$ cat src/rtl/trena_multicanal.sv
// N-channel ultrasonic ranging controller: triggers each sensor in turn,
// times its echo and stores rounded centimetres plus a per-channel error flag.
module trena_multicanal #(
  parameter int N_CANAIS         = 4,
  parameter int LARGURA          = 12,
  parameter int CICLOS_TRIGGER   = 500,
  parameter int CICLOS_CM        = 2941,
  parameter int MAX_CM           = 400,
  parameter int TIMEOUT_CICLOS   = 1_500_000,
  parameter int INTERVALO_CICLOS = 3_000_000
) (
  input  logic                          clock,
  input  logic                          reset,
  input  logic                          mensurar,
  input  logic                          continuo,
  input  logic [N_CANAIS-1:0]           echo,
  output logic [N_CANAIS-1:0]           trigger,
  output logic [N_CANAIS*LARGURA-1:0]   medida,
  output logic [N_CANAIS-1:0]           erro,
  output logic                          pronto,
  output logic                          ocupado,
  output logic [3:0]                    db_estado,
  output logic [2:0]                    db_canal
);

  localparam int CNT_MAX = (CICLOS_TRIGGER > INTERVALO_CICLOS) ? CICLOS_TRIGGER : INTERVALO_CICLOS;
  localparam int W_CNT   = $clog2(CNT_MAX + 1);
  localparam int W_TICK  = $clog2(CICLOS_CM);
  localparam int W_CM    = $clog2(MAX_CM + 1);
  localparam int W_TO    = $clog2(TIMEOUT_CICLOS + 1);

  typedef enum logic [3:0] {
    INICIAL     = 4'd0,
    PREPARA     = 4'd1,
    TRIGGER     = 4'd2,
    ESPERA_ECHO = 4'd3,
    MEDE        = 4'd4,
    ARMAZENA    = 4'd5,
    PROXIMO     = 4'd6,
    FINAL       = 4'd7,
    INTERVALO   = 4'd8
  } estado_t;

  estado_t             estado, prox;
  logic [N_CANAIS-1:0] echo_m, echo_s;
  logic [2:0]          mens_sr;
  logic [W_CNT-1:0]    cnt;
  logic [W_TO-1:0]     to_cnt;
  logic [W_TICK-1:0]   tick;
  logic [W_CM-1:0]     cm;
  logic [2:0]          canal;
  logic                visto_baixo;
  logic                estouro;

  logic inicio_pedido, echo_sel, subida, sat, tmo, fim_trig, fim_int, ultimo, conta;

  // Echo bits and the start request share the same two-stage synchronizer depth
  always_ff @(posedge clock or negedge reset) begin
    if (!reset) begin
      echo_m  <= '0;
      echo_s  <= '0;
      mens_sr <= '0;
    end else begin
      echo_m  <= echo;
      echo_s  <= echo_m;
      mens_sr <= {mens_sr[1:0], mensurar};
    end
  end

  always_comb begin
    echo_sel = 1'b0;
    for (int unsigned k = 0; k < N_CANAIS; k++) begin
      if (canal == 3'(k)) echo_sel = echo_s[k];
    end
  end

  assign inicio_pedido = mens_sr[1] & ~mens_sr[2];
  // A level already high on entry only counts once it has been seen low
  assign subida   = echo_sel & visto_baixo;
  assign sat      = (cm == W_CM'(MAX_CM));
  assign tmo      = (to_cnt == W_TO'(TIMEOUT_CICLOS - 1));
  assign fim_trig = (cnt == W_CNT'(CICLOS_TRIGGER - 1));
  assign fim_int  = (cnt == W_CNT'(INTERVALO_CICLOS - 1));
  assign ultimo   = (canal == 3'(N_CANAIS - 1));
  // The rise cycle itself is counted, so every synchronized high cycle adds one tick
  assign conta    = ((estado == ESPERA_ECHO) && subida && !tmo) ||
                    ((estado == MEDE) && echo_sel && !sat && !tmo);

  always_ff @(posedge clock or negedge reset) begin
    if (!reset) estado <= INICIAL;
    else        estado <= prox;
  end

  always_comb begin
    prox = estado;
    case (estado)
      INICIAL:     if (inicio_pedido) prox = PREPARA;
      PREPARA:     prox = TRIGGER;
      TRIGGER:     if (fim_trig) prox = ESPERA_ECHO;
      ESPERA_ECHO: if (tmo) prox = ARMAZENA;
                   else if (subida) prox = MEDE;
      MEDE:        if (sat || tmo || !echo_sel) prox = ARMAZENA;
      ARMAZENA:    prox = PROXIMO;
      PROXIMO:     prox = ultimo ? FINAL : PREPARA;
      FINAL:       prox = continuo ? INTERVALO : INICIAL;
      INTERVALO:   if (fim_int) prox = PREPARA;
      default:     prox = INICIAL;
    endcase
  end

  always_comb begin
    trigger = '0;
    for (int unsigned k = 0; k < N_CANAIS; k++) begin
      trigger[k] = (estado == TRIGGER) && (canal == 3'(k));
    end
    pronto    = (estado == FINAL);
    ocupado   = (estado != INICIAL) && (estado != INTERVALO);
    db_estado = estado;
    db_canal  = canal;
  end

  always_ff @(posedge clock or negedge reset) begin
    if (!reset) begin
      cnt         <= '0;
      to_cnt      <= '0;
      tick        <= '0;
      cm          <= '0;
      canal       <= '0;
      visto_baixo <= 1'b0;
      estouro     <= 1'b0;
      medida      <= '0;
      erro        <= '0;
    end else begin
      if (estado == TRIGGER || estado == INTERVALO) cnt <= cnt + 1'b1;
      else                                          cnt <= '0;

      if (estado == ESPERA_ECHO || estado == MEDE) to_cnt <= to_cnt + 1'b1;
      else                                         to_cnt <= '0;

      if (estado == PREPARA) begin
        // Starting at half a centimetre turns the truncating divide into round-half-up
        tick        <= W_TICK'(CICLOS_CM / 2);
        cm          <= '0;
        visto_baixo <= 1'b0;
        estouro     <= 1'b0;
      end else begin
        if (conta) begin
          if (tick == W_TICK'(CICLOS_CM - 1)) begin
            tick <= '0;
            cm   <= cm + 1'b1;
          end else begin
            tick <= tick + 1'b1;
          end
        end
        if (estado == ESPERA_ECHO && !echo_sel) visto_baixo <= 1'b1;
        if ((estado == ESPERA_ECHO && tmo) || (estado == MEDE && !sat && tmo)) estouro <= 1'b1;
      end

      if ((estado == INICIAL && inicio_pedido) || (estado == INTERVALO && fim_int)) canal <= '0;
      else if (estado == PROXIMO && !ultimo) canal <= canal + 1'b1;

      if (estado == ARMAZENA) begin
        for (int unsigned k = 0; k < N_CANAIS; k++) begin
          if (canal == 3'(k)) begin
            erro[k] <= estouro | sat;
            if (estouro)  medida[k*LARGURA +: LARGURA] <= '0;
            else if (sat) medida[k*LARGURA +: LARGURA] <= LARGURA'(MAX_CM);
            else          medida[k*LARGURA +: LARGURA] <= LARGURA'(cm);
          end
        end
      end
    end
  end

endmodule
$ cat config.mk
export PLATFORM = sky130hd
export DESIGN_NAME = trena_multicanal
export DESIGN_NICKNAME = d
export VERILOG_FILES = /design/src/rtl/trena_multicanal.sv
export SDC_FILE = /design/constraint.sdc
export NUM_CORES = 1
export LEC_CHECK = 0
export BUFFER_PORTS_ARGS = -buffer_cell sky130_fd_sc_hd__buf_4
export CORE_MARGIN = 10
export CORE_UTILIZATION = 46
export DETAILED_ROUTE_END_ITERATION = 12
export PLACE_DENSITY = 0.68
export SYNTH_ARGS = -nofsm -noshare
export SYNTH_HDL_FRONTEND = slang
export SYNTH_SLANG_ARGS = --single-unit
$ cat constraint.sdc
create_clock -name clock -period 2.2 [get_ports clock]
set_clock_uncertainty 0.05 [all_clocks]
set_input_delay 0.11 -clock clock [delete_from_list [all_inputs] [get_ports clock]]
set_output_delay 0.11 -clock clock [all_outputs]
set_load 0.03 [all_outputs]
==> results of run 1 <==
[critical path: stages, from the launching register on]
cell	delay [ns]
dfrtp_2	0.47
ha_4	0.18
ha_4	0.16
nor2_4	0.14
a32oi_4	0.16
or4_4	0.60
or3_4	0.35
mux2i_1	0.12
[report_power, final]
group	internal, mW	leakage, nW	switching, mW	total [mW]
logic	0.993	1.60	1.38	2.37
clock network	1.70	0.269	1.07	2.77
registers	2.45	1.65	0.173	2.62
[area by class of cell]
class                      instances  area [um2]
clock inverter                    12       141.4
fill                             952        4240
timing repair buffer             158        1220
inverter                          18       67.56
tap                              168       210.2
sequential                       124        3108
clock buffer                      20       446.7
multi-input combinational        437        2728
[sequential cells by signal (all words and copies together) (netlist names)]
register     cells
cm               9
cnt             22
db_canal         3
db_estado        4
echo_m           4
echo_s           4
erro             4
estouro          1
medida          36
mens_sr          3
tick            12
to_cnt          21
visto_baixo      1
[metrics by stage]
step	instances	instance area, um2	hold WS [ns]	total power [mW]	TNS [ns]
2_1_floorplan	611	5888	-0.2356	3.803	-2.209
3_3_place_gp	885	6975	0.003512	4.552	-1.202
3_5_place_dp	885	6975	0.01090	4.630	-2.468
4_1_cts	932	7791	0.1209	7.617	-1.033
5_1_grt	937	7921	0.1305	8.114	-2.393
6_report	937	7921	0.1038	7.763	-1.093
[repair_timing]
item | in CTS | in global routing
cloned | 2 | 0
endpoints found under the setup margin | 22 | 31
hold buffers | 7 | 0
pin swaps | 6 | 7
gates resized for setup | 23 | 25
endpoints found under the hold margin | 78 | 0
setup buffers | 6 | 5
[how the worst min path moves through the flow]
stage / to / startpoint
global placement: to_cnt[14]$_DFF_PN0_ / reset
CTS: to_cnt[10]$_DFF_PN0_ / reset
detailed placement: to_cnt[15]$_DFF_PN0_ / reset
floorplan: cm[0]$_DFFE_PN0P_ / reset
finish: tick[9]$_DFFE_PN0P_ / reset
global route: tick[9]$_DFFE_PN0P_ / reset
[synthesized netlist by cell type (2+ instances only)]
cell      number  area (um2)
a32o_1         2       20.02
or4_1          8       60.06
nand2_1       89       334.1
or3b_2         2       17.52
nor4b_1        2       17.52
o21ai_0       59       295.3
ha_1          11       137.6
and4_1         3       26.28
or3_1          9       56.30
a211oi_1       2       15.01
o221a_2        2       22.52
and2_1         2       12.51
nor2b_1        4       25.02
nand2b_1       4       25.02
dfrtp_1      124        3103
xnor2_1       19       166.4
nand4_1       16       100.1
nor4_1         8       50.05
and3_1        12       75.07
a21oi_1       18       90.09
nor3_1         9       45.04
clkbuf_1      19       71.32
o21a_1         2       15.01
o311ai_0       5       43.79
buf_4         12       90.09
nand3_1       23       115.1
xor2_1        18       157.7
o31ai_1        4       30.03
nor2_1        68       255.2
nor4bb_1       2       20.02
inv_1         18       67.56
mux2i_1        2       20.02
[placed cells by master, fill, tap and decap left out, drive strengths merged, types with 3 or more instances in the layout]
master	n
clkbuf	20
o31ai	4
conb	12
nand2	89
nand2b	4
nor2	68
or3	12
and3	12
ha	11
clkinvlp	5
nor3	9
clkinv	3
buf	151
or4	8
inv	20
o21ai	59
o311ai	5
and4	3
xnor2	19
nor2b	4
dlygate4sd3	7
nor4	9
nand4	16
xor2	18
dfrtp	124
a21oi	19
nand3	24
[kinds of logic after synthesis]
logic type / count (synthesis)
muxes: 3
AOI/OAI and AO/OA: 104
and+or+nand+nor: 268
other: 1
DFF: 124
adders and majority gates: 11
xor gates and xnor gates: 37
buffers and inverters: 52
[routing by layer]
metal  vias to the layer above  track usage (%)  share of wire, %
li1                       2390                -                 -
met1                      2460            21.07                44
met2                       101            28.16                50
met3                        18            4.688               4.4
met4                         0            5.685               1.3
met5                         -                0                 0
==> results.md, run 1 <==
Status:
- The flow ran to the end, but the final reports show violations.
- The final reports fail on negative setup slack.

Setup path:
- The critical path is of the reg2reg type.
- The number of cells on the worst reg-to-reg path is 7.
- The worst register-to-register path ends at cm[8]$_DFFE_PN0P_.
- The data required time of the worst path is 2.47 ns.
- The endpoint type of the worst setup path is a flop.
- STA classifies the critical path startpoint as a flop.
- The most critical setup path has its endpoint at cm[8]$_DFFE_PN0P_.
- The startpoint identified for the worst register-to-register timing path is db_canal[0]$_DFFE_PN0P_.
- The maximum fanout count along the critical path is 5.
- The setup slack of the most critical reg-to-reg path is -0.15 ns.
- The launch point of the worst path is db_canal[0]$_DFFE_PN0P_.
- Data arrives at the worst endpoint at 2.62 ns.

GRT:
- The total global routing overflow is 0.
- The first-pass GRT wire length is 24.86 mm.
- The maximum number of pins on one net before global-route repair is 48.
- The aggregate global-route resource usage is 17.07%.
- The number of antenna violations at the first check in global routing is 0.
- The number of global-route vias before repair came to 4965.

Finish:
- The post-route core utilization is 65.13%.
- The number of nets in the final layout is 775.
- Relative to the synthesized area, the layout overhead comes to 36.71%.
- The post-route netlist has 30.69% of its cells at a drive strength greater than 1.
- The number of antenna diodes in the final layout is 0.

Synth:
- Summing the areas of all compound-gate instances in the mapped netlist gives 10.95% of the synthesized area.
- After Yosys synthesis, full adders, half adders and majority gates account for 2.375% of the synthesized area.
- The netlist area before placement is 0.005794 mm2.
- The dominant combinational cell family by area after synthesis is simple AND/OR/NAND/NOR gates.
- The post-synthesis average cell area is 9.657 um2.
- The count of warnings emitted by yosys is 0.
- In the synthesized netlist the dominant register cell turns out to be dfrtp_1.
- The sequential-to-total area share from yosys stat is 53.55%.
- The netlist uses 54 different library cells.
- Of the total synthesized cell area, the portion taken by XOR and XNOR cells is 5.593%.
- The multiplexer area fraction after synthesis is 0.5398%.
- The cell count after synthesis came out at 600.
- Summing the areas of all and, or, nand and nor instances in the mapped netlist gives 22.63% of the synthesized area.
- The count of flip-flops with a built-in enable after synthesis is 0.
- For this run, asynchronously set or reset flops after synthesis account for 100.0%.
- Counting flops and latches in the post-synthesis netlist gives 124.

Drt:
- After detailed routing, the total wire length is 14.88 mm.
- The detailed-route vias per instance is 5.303.
- The wire length per cell is 15.88 um.
- The number of search-and-repair iterations in the first detailed-routing pass is 5.
- The detail route stage leaves a number of antenna-violating nets equal to 0.
- The post-route DRC violation count is 0.
- The first routing iteration left 253 violations.
- The routed layout has 4969 vias.

Floorplanning:
- The die outline area is 0.01749 mm2.
- 73 I/O pins were placed.
- In this run the core area contains 40 standard-cell rows.
- The die is 132.2 um tall.
- In this run the standard cell core region covers 0.01216 mm2.
- In this run the horizontal extent of the chip is 132.2 um.
- The initial core utilization is 47.64%.

STA:
- The number of hold-slack violations in the final timing report is 0.
- In the post-route analysis, the smallest setup slack over all paths is -0.1521 ns.
- The worst relative slew slack is 61.15%.
- For this run, the top clock speed supported by timing is 0.4252 GHz.
- The final number of max-transition violations is 0.
- After layout, the minimum clock period comes to 2.352 ns.
- Setup repair after global routing could not meet its margin everywhere.
- The final cycle utilization of the critical path is 106.9%.
- The final count of negative-setup-slack endpoints is 15.
- For the pin with the worst max-slew slack, the measured transition is 0.5813 ns.

CTS:
- TritonCTS built the clock tree.
- The clock passes through at most 2 buffers.
- The count of clock tree sinks is 124.
- Buffers inserted during clock tree synthesis total 17.
- The tree is rooted in a clkbuf_16.
- Clock-pin slew was measured on the worst setup and hold paths at 0.06 ns.
- The worst-skew pair later-pin latency is 0.43 ns.
- The H-tree depth is 4.

Place:
- Port buffering added 60 buffers.
- Detailed placement ended at an HPWL of 10.44 mm.
- The routability congestion estimate from global placement is 0.8637.
- At the placement stage, the worst setup path has a slack of -0.2348 ns.

Run:
- The max capacitance violation total is 0.

Min path:
- The path class of the tightest hold or removal check is in2async.

Power:
- Across the VDD grid, the largest voltage drop is 749.3 uV.
- The analysis attributes to cell leakage a power of 3.514 nW.
- For this design the ratio of total power to cell area is 980.0 mW/mm2.
No activity file was read; power rests on OpenSTA's default activity.
==> run 2: changes to the inputs <==
- BUFFER_PORTS_ARGS: -buffer_cell sky130_fd_sc_hd__buf_4 -> -buffer_cell sky130_fd_sc_hd__buf_2
==> run 2 against run 1 <==
Net effect:
- the flow still finishes with violations (negative setup slack)
- die area unchanged
- final cell count shrank 0.21%
- sequential share of layout area grew 0.32 points
- global-route usage rose by 0.34 points
- combinational power grew 6%
- first-iteration DRC count grew 34%
- power is 1.5% higher
- worst setup slack worse by 0.0012 ns
- critical path type unchanged
- highest routed layer unchanged
==> results.md, run 2 (synthesis results as in run 1) <==
Drt:
- The overall routed net length is 15.39 mm.
- The number of vias after detailed routing is 5007.
- The DRC marker count from the first detailed-route iteration is 339.
- The number of search-and-repair iterations in the first detailed-routing pass is 5.
- The detail route stage leaves a number of antenna-violating nets equal to 0.
- In the routed design, unresolved DRC markers number 0.
- The detailed-route vias per instance is 5.355.
- After detailed routing, the average wire length per cell comes to 16.46 um.

Finish:
- The antenna diode instance count is 0.
- The area used by sequential logic in the layout is 0.003108 mm2.
- Leaving out fill and tap cells, the most frequent cells in the layout are dfrtp_1 (120), nand2_1 (87), buf_4 (85), nor2_1 (64), buf_2 (56).
- The most common cell after layout, fill and taps aside is dfrtp_1.
- Ranked by flip-flop count, first place goes to medida.
- The filler cell count is 957.
- The share of post-route cells with drive strength above 1 is 31.68%.
- The largest registers in the layout are medida (36), cnt (22), to_cnt (21).
- Summing all multi-input logic gate instances after layout gives 0.002800 mm2.
- The number of nets in the final layout is 773.
- Cells fill 64.60% of the core in the end.
- The flip-flop count of the largest register, all copies and words added is 36.
- The area overhead of the layout relative to synthesis is 35.59%.

CTS:
- In this run the deepest clock path goes through 2 buffers.
- The worst-skew pair later-pin latency is 0.42 ns.
- Clock tree synthesis found a total of 124 sinks.
- The H-tree depth is 4.
- The number of buffers inserted during clock tree synthesis is 17.
- The clock tree from TritonCTS is done.
- The root buffer cell is clkbuf_16.
- After clock tree synthesis, the clock-pin slew on the worst setup and hold paths is 0.06 ns.

Floorplanning:
- The horizontal die dimension is 132.2 um.
- The total number of placement rows is 40.
- The die height is 132.2 um.
- The initial core utilization is 47.64%.
- The core area is 0.01216 mm2.
- In this run the count of I/O pins placed on the die edge is 73.
- The die covers 0.01749 mm2.

Run:
- The tool flagged a number of max-cap violations equal to 0.

Power:
- The leakage power total is 3.526 nW.
- Net switching is 34.21% of the power.
- The register share of total power is 33.5%.
- The power per unit of standard cell area is 1003 mW/mm2.
- In this run, the combinational gates consume 31.8% of the power.
- The design draws 7.876 mW.
- The share of power burned in the clock network is 34.7%.
- The analysis attributes to net switching a power of 2.694 mW.
- The total internal power is 5.182 mW.
- VDD sags by at most 569.3 uV.

STA:
- The smallest clock period supported by the final layout is computed as 2.353 ns.
- The final setup TNS is -1.254 ns.
- The worst relative slew slack is 59.95%.
- The final number of max-transition violations came to 0.
- The minimum setup slack in the final design is -0.1532 ns.
- Setup repair after global routing could not meet its margin everywhere.
- The final cycle utilization of the critical path is 107.0%.
- The number of hold-slack violations in the final timing report is 0.
- The transition time at the pin with the least slew margin is 0.6007 ns.
- The final count of negative-setup-slack endpoints is 16.
- Based on the critical path, the design can be clocked at up to 0.4249 GHz.

Setup path:
- The number of cells traversed by the worst register-to-register path is 8.
- The arrival time at the worst endpoint is 2.64 ns.
- Along the worst path, the maximum fanout reaches 6.
- The setup slack of the most critical reg-to-reg path is -0.15 ns.
- In this run the worst setup path begins at cm[1]$_DFFE_PN0P_.
- In this run the critical register-to-register path is launched from cm[1]$_DFFE_PN0P_.
- The data required time of the worst path is 2.49 ns.
- The launching element type of the critical path is a flop.
- STA classifies the critical path endpoint as a flop.
- The worst setup path endpoint is tick[10]$_DFFE_PN0P_.
- In this run the critical register-to-register path is captured at tick[10]$_DFFE_PN0P_.
- The kind of critical path is reg2reg.

GRT:
- The number of antenna violations at the first check in global routing came to 0.
- The met1 capacity usage during global routing is 21.30%.
- The most congested layer reported by global routing is met2.
- The maximum number of pins on one net before global-route repair is 69.
- For this run, the total global-route usage over all layers was measured as 17.41%.
- The first-pass GRT wire length is 25.29 mm.
- For met3 alone, demand over resource in global routing was 4.726%.
- The total global routing overflow is 0.
- In the global route stage, met2 resource usage came out at 28.55%.
- The number of global-route vias before repair is 5101.

Status:
- The run finished, with violations left.
- The checks that failed: negative setup slack.

Place:
- The HPWL after detailed placement is 10.18 mm.
- The routability congestion estimate from global placement is 0.8830.
- In this run the tool buffered the top-level ports with 60 buffer cells.

Min path:
- The path class of the tightest hold or removal check is in2async.
## run 2: cell count changes in the layout (fill, tap and decap cells not counted), moves of 3 or more
cell,previous run,this run
nor2_2,0,3
buf_4,149,85
buf_6,1,4
clkinv_2,0,3
ha_2,3,0
buf_2,0,56
## run 2: worst min-delay path by stage
stage               start              endpoint  slack (ns)  cells past startpoint
floorplan           reset     cm[0]$_DFFE_PN0P_       -0.24                      0
CTS                 reset   to_cnt[6]$_DFF_PN0_        0.05                      2
global placement    reset  to_cnt[15]$_DFF_PN0_       -0.07                      1
global route        reset   to_cnt[4]$_DFF_PN0_        0.05                      2
finish              reset  to_cnt[15]$_DFF_PN0_        0.05                      2
detailed placement  reset  to_cnt[15]$_DFF_PN0_       -0.06                      1
## run 2: area by class of cell
class | instances | area share, %
flip-flops and latches | 124 | 39.56
multi-input cells | 438 | 35.64
repair buffers | 155 | 13.76
clock buffers | 19 | 5.638
well taps | 168 | 2.676
clock inverters | 13 | 1.800
inverters | 18 | 0.9237
## run 2: what timing repair did
item	in CTS	in global routing
cloned	3	0
buffers inserted	6	5
hold buffers	7	0
pin swaps	11	7
hold endpoints to repair	130	0
resized for setup	27	42
setup endpoints to repair	22	28
## run 2: per-layer routing
metal / routed length (um) / vias to the layer above
met5: 0 / -
met3: 998 / 33
li1: - / 2380
met1: 6318 / 2419
met2: 7721 / 175
met4: 353 / 0
## run 2: through the flow
stage	area [um2]	cells	hold slack (ns)	worst slack (ns)
final	7856	935	0.05099	-0.1532
after CTS	7650	930	0.05089	-0.09785
after global routing	7856	935	0.05237	-0.2435
after detailed placement	6818	882	-0.06373	-0.2430
after global placement	6818	882	-0.06873	-0.1413
after floorplan	5888	611	-0.2356	-0.2099
## run 2: power groups by stage
stage	Clock, mW	Sequential [mW]	Combinational (mW)
2_1_floorplan	0	2.73	1.07
3_3_place_gp	0	2.63	1.88
3_5_place_dp	0	2.64	1.93
4_1_cts	2.78	2.61	2.18
5_1_grt	2.92	2.65	2.68
6_report	2.73	2.63	2.51
## run 2: worst max-delay path, cell delays in order (launching register included)
cell and delay [ns]:
dfrtp_1 0.38, inv_2 0.07, ha_4 0.15, and4b_4 0.19, a2111oi_4 0.33, a21oi_2 0.11, or3_4 0.39, or4_1 0.53
nand3_1 0.09
